<file path="config.mk">
export PLATFORM = sky130hd
export DESIGN_NAME = siso_shift_ctrl
export DESIGN_NICKNAME = d
export VERILOG_FILES = /design/src/rtl/siso_shift_ctrl_pkg.sv /design/src/rtl/siso_shift_ctrl.sv
export SDC_FILE = /design/constraint.sdc
export NUM_CORES = 1
export LEC_CHECK = 0
export BUFFER_PORTS_ARGS = -buffer_cell sky130_fd_sc_hd__buf_2
export CAP_MARGIN = 15
export CORE_MARGIN = 1
export CORE_UTILIZATION = 56
export CTS_CLUSTER_SIZE = 12
export DETAILED_ROUTE_END_ITERATION = 10
export PLACE_DENSITY = 0.78
export SLEW_MARGIN = 20
export SYNTH_ARGS = -nofsm -noshare
export SYNTH_HDL_FRONTEND = slang
export SYNTH_SLANG_ARGS = --single-unit
</file>
<file path="constraint.sdc">
create_clock -name clk -period 2.1 [get_ports clk]
set_input_delay 0.315 -clock clk [delete_from_list [all_inputs] [get_ports clk]]
set_output_delay 0.315 -clock clk [all_outputs]
set_load 0.005 [all_outputs]
</file>
<file path="src/rtl/siso_shift_ctrl_pkg.sv">
// Shared types and helpers for the SISO chain sequencing controller.
package siso_shift_ctrl_pkg;

  typedef enum logic [1:0] {
    IDLE  = 2'd0,
    SHIFT = 2'd1,
    FLUSH = 2'd2,
    DONE  = 2'd3
  } state_e;

  function automatic int clog2(input int n);
    int r;
    r = 0;
    while ((1 << r) < n) r++;
    return r;
  endfunction

endpackage

</file>
<file path="src/rtl/siso_shift_ctrl.sv">
// Serializes a parallel word into a SISO chain, flushes it through, and
// reassembles the chain output into a result word with a loopback match flag.
//
// state | meaning
// IDLE  | ready for a new word, chain frozen
// SHIFT | driving word bits into the chain, head bit first
// FLUSH | driving zeros while the tail of the word drains out
// DONE  | result held for the consumer, chain frozen
module siso_shift_ctrl
  import siso_shift_ctrl_pkg::*;
#(
  parameter int WIDTH     = 8,
  parameter int DEPTH     = 4,
  parameter bit MSB_FIRST = 1'b1
) (
  input  logic             clk,
  input  logic             rst_n,
  input  logic [WIDTH-1:0] tx_data_i,
  input  logic             tx_valid_i,
  output logic             tx_ready_o,
  output logic             sr_si_o,
  output logic             sr_en_o,
  input  logic             sr_so_i,
  output logic [WIDTH-1:0] rx_data_o,
  output logic             rx_valid_o,
  input  logic             rx_ready_i,
  output logic             match_o,
  output logic             busy_o
);

  localparam int CW = clog2(WIDTH + DEPTH + 1);
  localparam logic [CW-1:0] LAST_SHIFT = CW'(WIDTH - 1);
  localparam logic [CW-1:0] LAST_FLUSH = CW'(WIDTH + DEPTH - 1);
  localparam logic [CW-1:0] FIRST_CAP  = CW'(DEPTH);

  state_e           state_q;
  logic [CW-1:0]    count_q;
  logic [WIDTH-1:0] shift_q, shift_d;
  logic [WIDTH-1:0] ref_q;
  logic [WIDTH-1:0] rx_q, rx_d;
  logic             sr_si_q, sr_en_q, rx_valid_q, match_q;

  function automatic logic head_bit(input logic [WIDTH-1:0] w);
    return MSB_FIRST ? w[WIDTH-1] : w[0];
  endfunction

  // The first DEPTH enabled edges only push the word into the chain;
  // from then on every enabled edge sees a valid bit at the chain output.
  always_comb begin
    shift_d = MSB_FIRST ? {shift_q[WIDTH-2:0], 1'b0} : {1'b0, shift_q[WIDTH-1:1]};
    rx_d    = rx_q;
    if (sr_en_q && (count_q >= FIRST_CAP))
      rx_d = MSB_FIRST ? {rx_q[WIDTH-2:0], sr_so_i} : {sr_so_i, rx_q[WIDTH-1:1]};
  end

  always_ff @(posedge clk or negedge rst_n) begin
    if (!rst_n) begin
      state_q    <= IDLE;
      count_q    <= '0;
      shift_q    <= '0;
      ref_q      <= '0;
      rx_q       <= '0;
      sr_si_q    <= 1'b0;
      sr_en_q    <= 1'b0;
      rx_valid_q <= 1'b0;
      match_q    <= 1'b0;
    end else begin
      rx_q <= rx_d;
      if (sr_en_q) count_q <= count_q + CW'(1);
      case (state_q)
        IDLE: begin
          if (tx_valid_i) begin
            shift_q <= tx_data_i;
            ref_q   <= tx_data_i;
            count_q <= '0;
            sr_en_q <= 1'b1;
            sr_si_q <= head_bit(tx_data_i);
            state_q <= SHIFT;
          end
        end
        SHIFT: begin
          shift_q <= shift_d;
          if (count_q == LAST_SHIFT) begin
            sr_si_q <= 1'b0;
            state_q <= FLUSH;
          end else begin
            sr_si_q <= head_bit(shift_d);
          end
        end
        FLUSH: begin
          if (count_q == LAST_FLUSH) begin
            sr_en_q    <= 1'b0;
            rx_valid_q <= 1'b1;
            match_q    <= (rx_d == ref_q);
            state_q    <= DONE;
          end
        end
        DONE: begin
          if (rx_ready_i) begin
            rx_valid_q <= 1'b0;
            state_q    <= IDLE;
          end
        end
        default: state_q <= IDLE;
      endcase
    end
  end

  assign tx_ready_o = rst_n && (state_q == IDLE);
  assign busy_o     = (state_q != IDLE);
  assign sr_si_o    = sr_si_q;
  assign sr_en_o    = sr_en_q;
  assign rx_data_o  = rx_q;
  assign rx_valid_o = rx_valid_q;
  assign match_o    = match_q;

endmodule

</file>
==> out/results.ini, run 1 <==
[routing]
drtPass1Iterations = 4
drt-initial-drc-count = 86
wl_per_cell_microns = 15.4
vias_per_cell = 5.70
vias = 1493
drc = 0
routed_wl_mm = 4.03
postRouteAntennaNets = 0

[clocking]
cts_tree = yes
numCtsBuffers = 5
clockBufferDepth = 2
htreeDepth = 2
cts_setup_buffers = 0
cts_root_buffer = clkbuf_4
clk_latency_ns = 0.33
cts.clk_slew.worst_paths_ns = 0.09
postCtsHoldBufs = 0
cts.repair.resized = 0
clock_sink_count = 33

[timing]
setup_viol = 0
final_max_slew_viol_count = 0
relSlewSlack = 0.642
fin_skew_ns = 0.00474
rsz0062_at_grt = false
max_freq_mhz = 537
period_share = 0.887
setup_tns_ns = 0
hold_viol = 0
worst_pin_slew_ns = 0.537
layout_min_cycle_time_ns = 1.86

[cells_and_area]
register_area_sq_um = 826
stdcell_count = 262
synthToLayoutAreaGrowth_pct = 11.0
drive_gt1_frac = 0.275
final_util = 0.669
nFillCells = 285
multiInputGateArea_sq_um = 936
diodes = 0
nets = 236

[power_and_ir_drop]
power_leakage_nw = 0.961
powerDensity_nw_per_um2 = 1620
power_mw = 3.36
peakVddDrop_mv = 0.693

[yosys]
synth_cell_types = 45
async_reset_ff_frac = 1.00
synth_area_leader_cell = dfrtp_1
synth_area_leaders = dfrtp_1 44%, mux2_2 8.4%, nand2_1 5.8%
synth_top_cell_area_share = 0.441
ys_seq_elements = 33
netlist_area_sq_um = 1870
yosysWarnings = 0
netlist_top_cells_count = 33 x dfrtp_1, 29 x nand2_1, 14 x mux2_2
syn_area_per_cell_sq_um = 9.79
yosys.cell_count.top_type = dfrtp_1
synth_ff_type = dfrtp_1
synth_edf_count = 0
yosysSeqAreaShare = 0.441
synthesis.nets = 209
syn_inst = 191

[worst_setup_path]
cp-end-kind = output pin
start_kind = register
critical_path.max_fanout = 8
cp.required_ns = 1.78
rrSetupSlack_ns = 0.33
crit_type = reg -> out
r2r-start = count_q[3]
ff2ff_path_depth = 5
worstPathArrival_ns = 1.55
timing.rr.end = match_o

[floorplan]
die_w_microns = 59.8
rows = 20
ios = 27
die_h_microns = 59.8
initial_utilization = 0.603
die_area_sq_um = 3580
fp.coreArea_sq_um = 3100

[place]
gp_congestion = 0.883
dp_cells = 255
io_buffer_count = 26
dp_hpwl_mm = 2.89

[global_routing]
overflow = 0
grt_start_max_net_pins = 34
grt_usage = 0.253
grt_pass1_wl_mm = 6.52
antenna_found_initial = 0
grt_pass1_vias = 1419

[flow_run]
cap_violations = 0

[outcome]
status = finished, final reports clean

[min_path]
hold_class = in -> async

per-stage QoR:
stage	instance area, sq um	hold slack [ns]	worst slack (ns)
6_report	2080	0.0329	0.237
4_1_cts	2080	0.0572	0.229
2_1_floorplan	1870	0.0194	0.462
5_1_grt	2080	0.0608	0.123
3_5_place_dp	2020	0.420	0.334
3_3_place_gp	2020	0.403	0.396
sequential cells by signal, summed over array words and instances (netlist names):
signal and count:
match_o 1, shift_q 7, count_q 4, state_q 2, rx_data_o 8, sr_si_o 1, ref_q 8, rx_valid_o 1
sr_en_o 1
final cells by class:
| type | instances | share of cell area |
|---|---|---|
| Tap cell | 44 | 0.0265 |
| Clock buffer | 7 | 0.0265 |
| Sequential cell | 33 | 0.398 |
| Timing Repair Buffer | 29 | 0.0735 |
| Multi-Input combinational cell | 135 | 0.451 |
| Inverter | 14 | 0.0253 |
cells by family after synthesis:
family,Yosys count,synth area share
XOR/XNOR,7,0.0328
AND/OR/NAND/NOR,51,0.133
flip-flops,33,0.441
multiplexers,18,0.111
adder cells (fa/ha/maj),5,0.0334
buffers and inverters,23,0.0582
AO/OA/AOI/OAI,54,0.190
worst max-delay path by stage:
stage                     startpoint          to  slack (ns)
after floorplan           state_q[0]  state_q[1]        0.46
after global placement    count_q[3]     match_o        0.40
after detailed placement  count_q[3]     match_o        0.33
after CTS                 state_q[0]      busy_o        0.23
after global routing      state_q[0]      busy_o        0.12
final                     state_q[0]      busy_o        0.24
placed cells by master (no fill, tap or decap), drive strengths merged:
master,Yosys,layout
a211oi,1,1
a21oi,14,14
a222oi,2,2
a22o,1,1
a31o,1,1
and2,2,2
and4,1,1
buf,6,29
clkbuf,3,7
dfrtp,33,33
ha,5,5
inv,14,14
mux2,16,16
mux2i,2,2
nand2,29,29
nand2b,1,1
nand3,3,3
nand3b,1,1
nand4,1,1
nor2,2,2
nor3b,2,2
nor4,1,1
o211ai,3,3
o21a,2,2
o21ai,15,15
o221ai,1,1
o22ai,11,11
o31a,1,1
o31ai,1,1
o32a,1,1
or2,2,2
or3,6,6
xnor2,3,3
xor2,4,4
worst max-delay path: stages, from the launching register on:
cell and delay, ns:
dfrtp_1 0.43, inv_1 0.10, ha_1 0.34, inv_1 0.18
buf_2 0.16
layer usage:
| layer | vias up | part of all wire | global-route usage |
|---|---|---|---|
| met5 | - | 0 | 0 |
| met4 | 0 | 0.012 | 0.0797 |
| met3 | 7 | 0.035 | 0.0649 |
| met2 | 32 | 0.49 | 0.414 |
| met1 | 722 | 0.46 | 0.329 |
| li1 | 732 | - | - |
where the power goes:
part           switching [mW]  internal (mW)  total, mW
logic                   0.858          0.841       1.70
clock network           0.204          0.158      0.362
registers               0.352          0.945       1.30
total                    1.41           1.94       3.36
(Power assumes the default switching activity.)
==> inputs of run 2 (changes only) <==
--- a/config.mk
+++ b/config.mk
@@ -11,7 +11,7 @@
 export CORE_UTILIZATION = 56
 export CTS_CLUSTER_SIZE = 12
 export DETAILED_ROUTE_END_ITERATION = 10
-export PLACE_DENSITY = 0.78
+export PLACE_DENSITY = 0.82
 export SLEW_MARGIN = 20
 export SYNTH_ARGS = -nofsm -noshare
 export SYNTH_HDL_FRONTEND = slang
==> out/results.ini, run 2 (same netlist as run 1, synthesis figures left out) <==
[floorplan]
die_area_sq_um = 3580  ; unchanged
fp.coreArea_sq_um = 3100  ; unchanged
rows = 20  ; unchanged
ios = 27  ; unchanged
initial_utilization = 0.603  ; unchanged
die_h_microns = 59.8  ; unchanged
die_w_microns = 59.8  ; unchanged

[worst_setup_path]
crit_family = buffers and inverters
cp.required_ns = 1.78  ; about the same
start_kind = register
path_cells = inv_1, ha_1, buf_4, inv_1, buf_2
slowest_delay_ns = 0.42  ; about the same
worstPathArrival_ns = 1.52  ; -0.03 ns
critical_path.max_fanout = 8  ; unchanged
path_common_cell = inv_1
cp-end-kind = output pin
crit_type = reg -> out
path_buf_inv = 4  ; +1
crit_start = state_q[1]
r2r-start = state_q[0]
crit_path_top_delay_cell = dfrtp_1

[power_and_ir_drop]
p_seq_frac = 0.385  ; about the same
powerDensity_nw_per_um2 = 1610  ; -0.18%
p_clk_frac = 0.093  ; -0.015
peakVddDrop_mv = 0.770  ; +11%
pwr-share-comb = 0.522  ; +0.016
internal_power_mw = 1.93  ; -0.62%
p_sw_frac = 0.424  ; +0.00325
p_switching_mw = 1.42  ; +0.71%
power_leakage_nw = 0.966  ; +0.57%

[clocking]
htreeDepth = 2  ; unchanged
clk_latency_ns = 0.32  ; about the same
cts.repair.resized = 0  ; unchanged
cts_tree = yes
cts.clk_slew.worst_paths_ns = 0.10  ; about the same
clockBufferDepth = 2  ; unchanged
cts_root_buffer = clkbuf_4
cts_setup_buffers = 0  ; unchanged
clock_sink_count = 33  ; unchanged
postCtsHoldBufs = 0  ; unchanged
numCtsBuffers = 5  ; unchanged

[timing]
fin_skew_ns = 0.00490  ; +0.000155 ns
whs_ns = 0.0304  ; -0.00246 ns
setup_tns_ns = 0  ; unchanged
setup_viol = 0  ; unchanged
final_max_slew_viol_count = 0  ; unchanged
worst_pin_slew_ns = 0.415  ; -0.121 ns
layout_min_cycle_time_ns = 1.83  ; -0.0314 ns
relSlewSlack = 0.723  ; +0.0810
max_freq_mhz = 546  ; +1.7%
period_share = 0.872  ; -0.0150
rsz0062_at_grt = false
hold_viol = 0  ; unchanged

[cells_and_area]
final_util = 0.670  ; +0.000806
design_area_sq_um = 2080  ; +0.12%
layout_commonest_cell = dfrtp_1
layout_common_cells = 33 x dfrtp_1, 29 x nand2_1, 26 x buf_2
drive_gt1_frac = 0.283  ; +0.00788
nets = 238  ; +0.85%
diodes = 0  ; unchanged
synthToLayoutAreaGrowth_pct = 11.2

[global_routing]
overflow = 0  ; unchanged
grt_start_max_net_pins = 34  ; unchanged
grt_usage = 0.251  ; -0.00241
antenna_found_initial = 0  ; unchanged
grt_pass1_wl_mm = 6.49  ; -0.52%
grt_pass1_vias = 1442  ; +1.6%

[place]
dp_hpwl_mm = 2.94  ; +1.7%
post_dp_cell_area_sq_um = 2040  ; +0.74%
io_buffer_count = 26  ; unchanged
gp_congestion = 0.844  ; -4.4%

[flow_run]
cap_violations = 0  ; unchanged

[routing]
drtPass1Iterations = 4  ; unchanged
postRouteAntennaNets = 0  ; unchanged
vias = 1557  ; +4.3%
routed_wl_mm = 3.97  ; -1.6%
drt-initial-drc-count = 84  ; -2.3%
drc = 0  ; unchanged
wl_per_cell_microns = 15.1  ; -2.0%
vias_per_cell = 5.92  ; +3.9%

[min_path]
hold_class = in -> async

[outcome]
status = finished, final reports clean

run 2: cell count changes in the layout (fill, tap and decap cells not counted), sizes merged:
cell and delta:
buf +2, clkbuf -2, clkinv +1
run 2: power by group through the flow:
stage / registers [mW] / clock network, mW / logic (mW)
2_1_floorplan: 1.20 / 0 / 1.40
3_3_place_gp: 1.27 / 0 / 1.65
3_5_place_dp: 1.30 / 0 / 1.74
4_1_cts: 1.28 / 0.326 / 1.75
5_1_grt: 1.34 / 0.351 / 1.95
6_report: 1.29 / 0.313 / 1.75
run 2: worst paths after layout:
kind | slack, ns | endpoint | depth (start not counted)
worst min register to register | 0.50 | match_o | 2
worst min-delay path | 0.03 | rx_data_o[3] | 2
min in group clk | 0.23 | rx_data_o[0] | 3
max in group asynchronous | 1.76 | ref_q[6] | 2
worst max-delay path | 0.27 | busy_o | 5
worst max register to register | 0.30 | state_q[1] | 7
run 2: final cells by class:
| class | instances | area (sq um) |
|---|---|---|
| Fill cell | 252 | 1020 |
| Multi-Input combinational cell | 135 | 936 |
| Sequential cell | 33 | 826 |
| Timing Repair Buffer | 31 | 168 |
| Tap cell | 44 | 55.1 |
| Inverter | 14 | 52.6 |
| Clock buffer | 5 | 37.5 |
| Clock inverter | 1 | 5.00 |
run 2: worst reg2reg max path: stages, from the launching register on:
cell	delay, ns
dfrtp_1	0.40
inv_1	0.08
ha_1	0.27
nor3b_1	0.21
o21a_1	0.16
o22ai_2	0.08
a21oi_2	0.16
mux2_4	0.32
run 2: per-layer routing:
metal,share of wire,GRT usage,wire (microns)
met1,0.44,0.322,1730
met2,0.49,0.387,1930
met5,0,0,0
met4,0.033,0.120,131
met3,0.043,0.0758,169
run 2: stage by stage:
step | instances | power, mW | setup slack, ns
3_5_place_dp | 257 | 3.04 | 0.310
6_report | 263 | 3.36 | 0.269
4_1_cts | 263 | 3.36 | 0.256
3_3_place_gp | 257 | 2.93 | 0.422
2_1_floorplan | 191 | 2.60 | 0.462
5_1_grt | 263 | 3.64 | 0.189
==> inputs of run 3 (changes only) <==
--- a/config.mk
+++ b/config.mk
@@ -8,10 +8,10 @@
 export BUFFER_PORTS_ARGS = -buffer_cell sky130_fd_sc_hd__buf_2
 export CAP_MARGIN = 15
 export CORE_MARGIN = 1
-export CORE_UTILIZATION = 56
+export CORE_UTILIZATION = 60
 export CTS_CLUSTER_SIZE = 12
 export DETAILED_ROUTE_END_ITERATION = 10
-export PLACE_DENSITY = 0.82
+export PLACE_DENSITY = 0.93
 export SLEW_MARGIN = 20
 export SYNTH_ARGS = -nofsm -noshare
 export SYNTH_HDL_FRONTEND = slang
==> constraint.sdc (replaced) <==
create_clock -name clk -period 2.3 [get_ports clk]
set_input_delay 0.345 -clock clk [delete_from_list [all_inputs] [get_ports clk]]
set_output_delay 0.345 -clock clk [all_outputs]
set_load 0.005 [all_outputs]
==> out/results.ini, run 3 (same netlist as run 1, synthesis figures left out) <==
[outcome]
status = finished, final reports clean

[floorplan]
die_w_microns = 57.8  ; -3.3%
rows = 19  ; -5.0%
ios = 27  ; unchanged
fp.coreArea_sq_um = 2850  ; -8.1%
initial_utilization = 0.656  ; +0.0529
die_h_microns = 57.8  ; -3.3%
die_area_sq_um = 3340  ; -6.4%

[power_and_ir_drop]
powerDensity_nw_per_um2 = 1510  ; -6.2%
power_leakage_nw = 0.966  ; about the same
peakVddDrop_mv = 0.868  ; +13%

[routing]
wl_per_cell_microns = 17.0  ; +13%
postRouteAntennaNets = 0  ; unchanged
vias = 1556  ; -0.064%
drt-initial-drc-count = 73  ; -13%
vias_per_cell = 6.22  ; +5.1%
drc = 0  ; unchanged
routed_wl_mm = 4.25  ; +7.1%
drtPass1Iterations = 5  ; +1

[worst_setup_path]
worstPathArrival_ns = 1.68  ; +0.16 ns
path_cells = inv_1, ha_1, inv_1, buf_2
cp.required_ns = 1.96  ; +0.18 ns
path_common_cell = inv_1
critical_path.max_fanout = 10  ; +2
path_buf_inv = 3  ; -1
crit_path_top_delay_cell = dfrtp_1
start_kind = register
cp-end-kind = output pin
slowest_delay_ns = 0.43  ; about the same
crit_family = buffers and inverters
crit_type = reg -> out

[global_routing]
grt_pass1_wl_mm = 7.12  ; +9.8%
antenna_found_initial = 0  ; unchanged
grt_usage = 0.287  ; +0.0361
grt_start_max_net_pins = 34  ; unchanged
grt_pass1_vias = 1578  ; +9.4%
overflow = 0  ; unchanged

[clocking]
cts.repair.resized = 0  ; unchanged
cts_tree = yes
clock_sink_count = 33  ; unchanged
clk_latency_ns = 0.34  ; +0.02 ns
htreeDepth = 2  ; unchanged
cts.clk_slew.worst_paths_ns = 0.10  ; about the same
postCtsHoldBufs = 0  ; unchanged
clockBufferDepth = 2  ; unchanged
numCtsBuffers = 5  ; unchanged
cts_setup_buffers = 0  ; unchanged
cts_root_buffer = clkbuf_4

[timing]
layout_min_cycle_time_ns = 2.02
final_max_slew_viol_count = 0  ; unchanged
hold_viol = 0  ; unchanged
rsz0062_at_grt = false
setup_viol = 0  ; unchanged
period_share = 0.880
relSlewSlack = 0.722  ; -0.00109
worst_pin_slew_ns = 0.417  ; +0.00164 ns
max_freq_mhz = 494
setup_tns_ns = 0  ; unchanged
fin_skew_ns = 0.0120  ; +0.00713 ns

[cells_and_area]
layout_common_cells = 33 x dfrtp_1, 29 x nand2_1, 26 x buf_2
drive_gt1_frac = 0.279  ; -0.00457
layout_commonest_cell = dfrtp_1
synthToLayoutAreaGrowth_pct = 10.6
nets = 237  ; -0.42%
design_area_sq_um = 2070  ; -0.54%
diodes = 0  ; unchanged

[flow_run]
cap_violations = 0  ; unchanged

[place]
post_dp_cell_area_sq_um = 2010  ; -1.2%
gp_congestion = 0.889  ; +5.4%
dp_hpwl_mm = 3.08  ; +4.8%
io_buffer_count = 26  ; unchanged

[min_path]
hold_class = in -> async

-- run 3: path summary, 6_finish.rpt --
kind,startpoint,slack (ns),cells past startpoint,endpoint
setup / recovery,state_q[0],0.28,4,busy_o
hold / removal,rst_n,0.05,2,count_q[1]
setup reg to reg,state_q[0],0.46,7,state_q[1]
hold reg to reg,rx_valid_o,0.50,2,rx_valid_o
max in group asynchronous,rst_n,1.94,2,rx_data_o[0]
min in group clk,tx_data_i[0],0.26,2,ref_q[0]
-- run 3: power breakdown --
group | switching (mW) | internal (mW) | total, mW
registers | 0.327 | 0.863 | 1.19
clock network | 0.192 | 0.144 | 0.336
logic | 0.822 | 0.783 | 1.61
-- run 3: worst reg2reg max path, delay by kind of cell, from the launching register on --
family / cells / cell delay (ns)
adder cells (fa/ha/maj): 1 / 0.27
AO/OA/AOI/OAI: 3 / 0.43
AND/OR/NAND/NOR: 1 / 0.23
buffers and inverters: 1 / 0.09
flip-flops: 1 / 0.42
multiplexers: 1 / 0.31
-- run 3: per-layer routing --
| layer | global-route usage | vias up | wire, microns |
|---|---|---|---|
| li1 | - | 737 | - |
| met1 | 0.368 | 741 | 1820 |
| met2 | 0.456 | 66 | 2070 |
| met3 | 0.0804 | 12 | 274 |
| met4 | 0.129 | 0 | 83 |
| met5 | 0 | - | 0 |
-- run 3: final cells by class --
type	count	area [sq um]
inverters	14	52.6
well taps	31	38.8
repair buffers	30	160
clock buffers	7	55.1
multi-input cells	135	936
flip-flops and latches	33	826
fillers	220	785
-- run 3: through the flow --
step,hold WS (ns),power [mW],std cells,setup slack (ns),util
5_1_grt,0.0793,3.36,250,0.192,0.725
2_1_floorplan,0.0494,2.37,191,0.662,-
4_1_cts,0.0677,3.12,250,0.298,0.725
3_3_place_gp,0.435,2.67,243,0.613,0.706
3_5_place_dp,0.432,2.78,243,0.475,0.706
6_report,0.0520,3.13,250,0.275,0.725
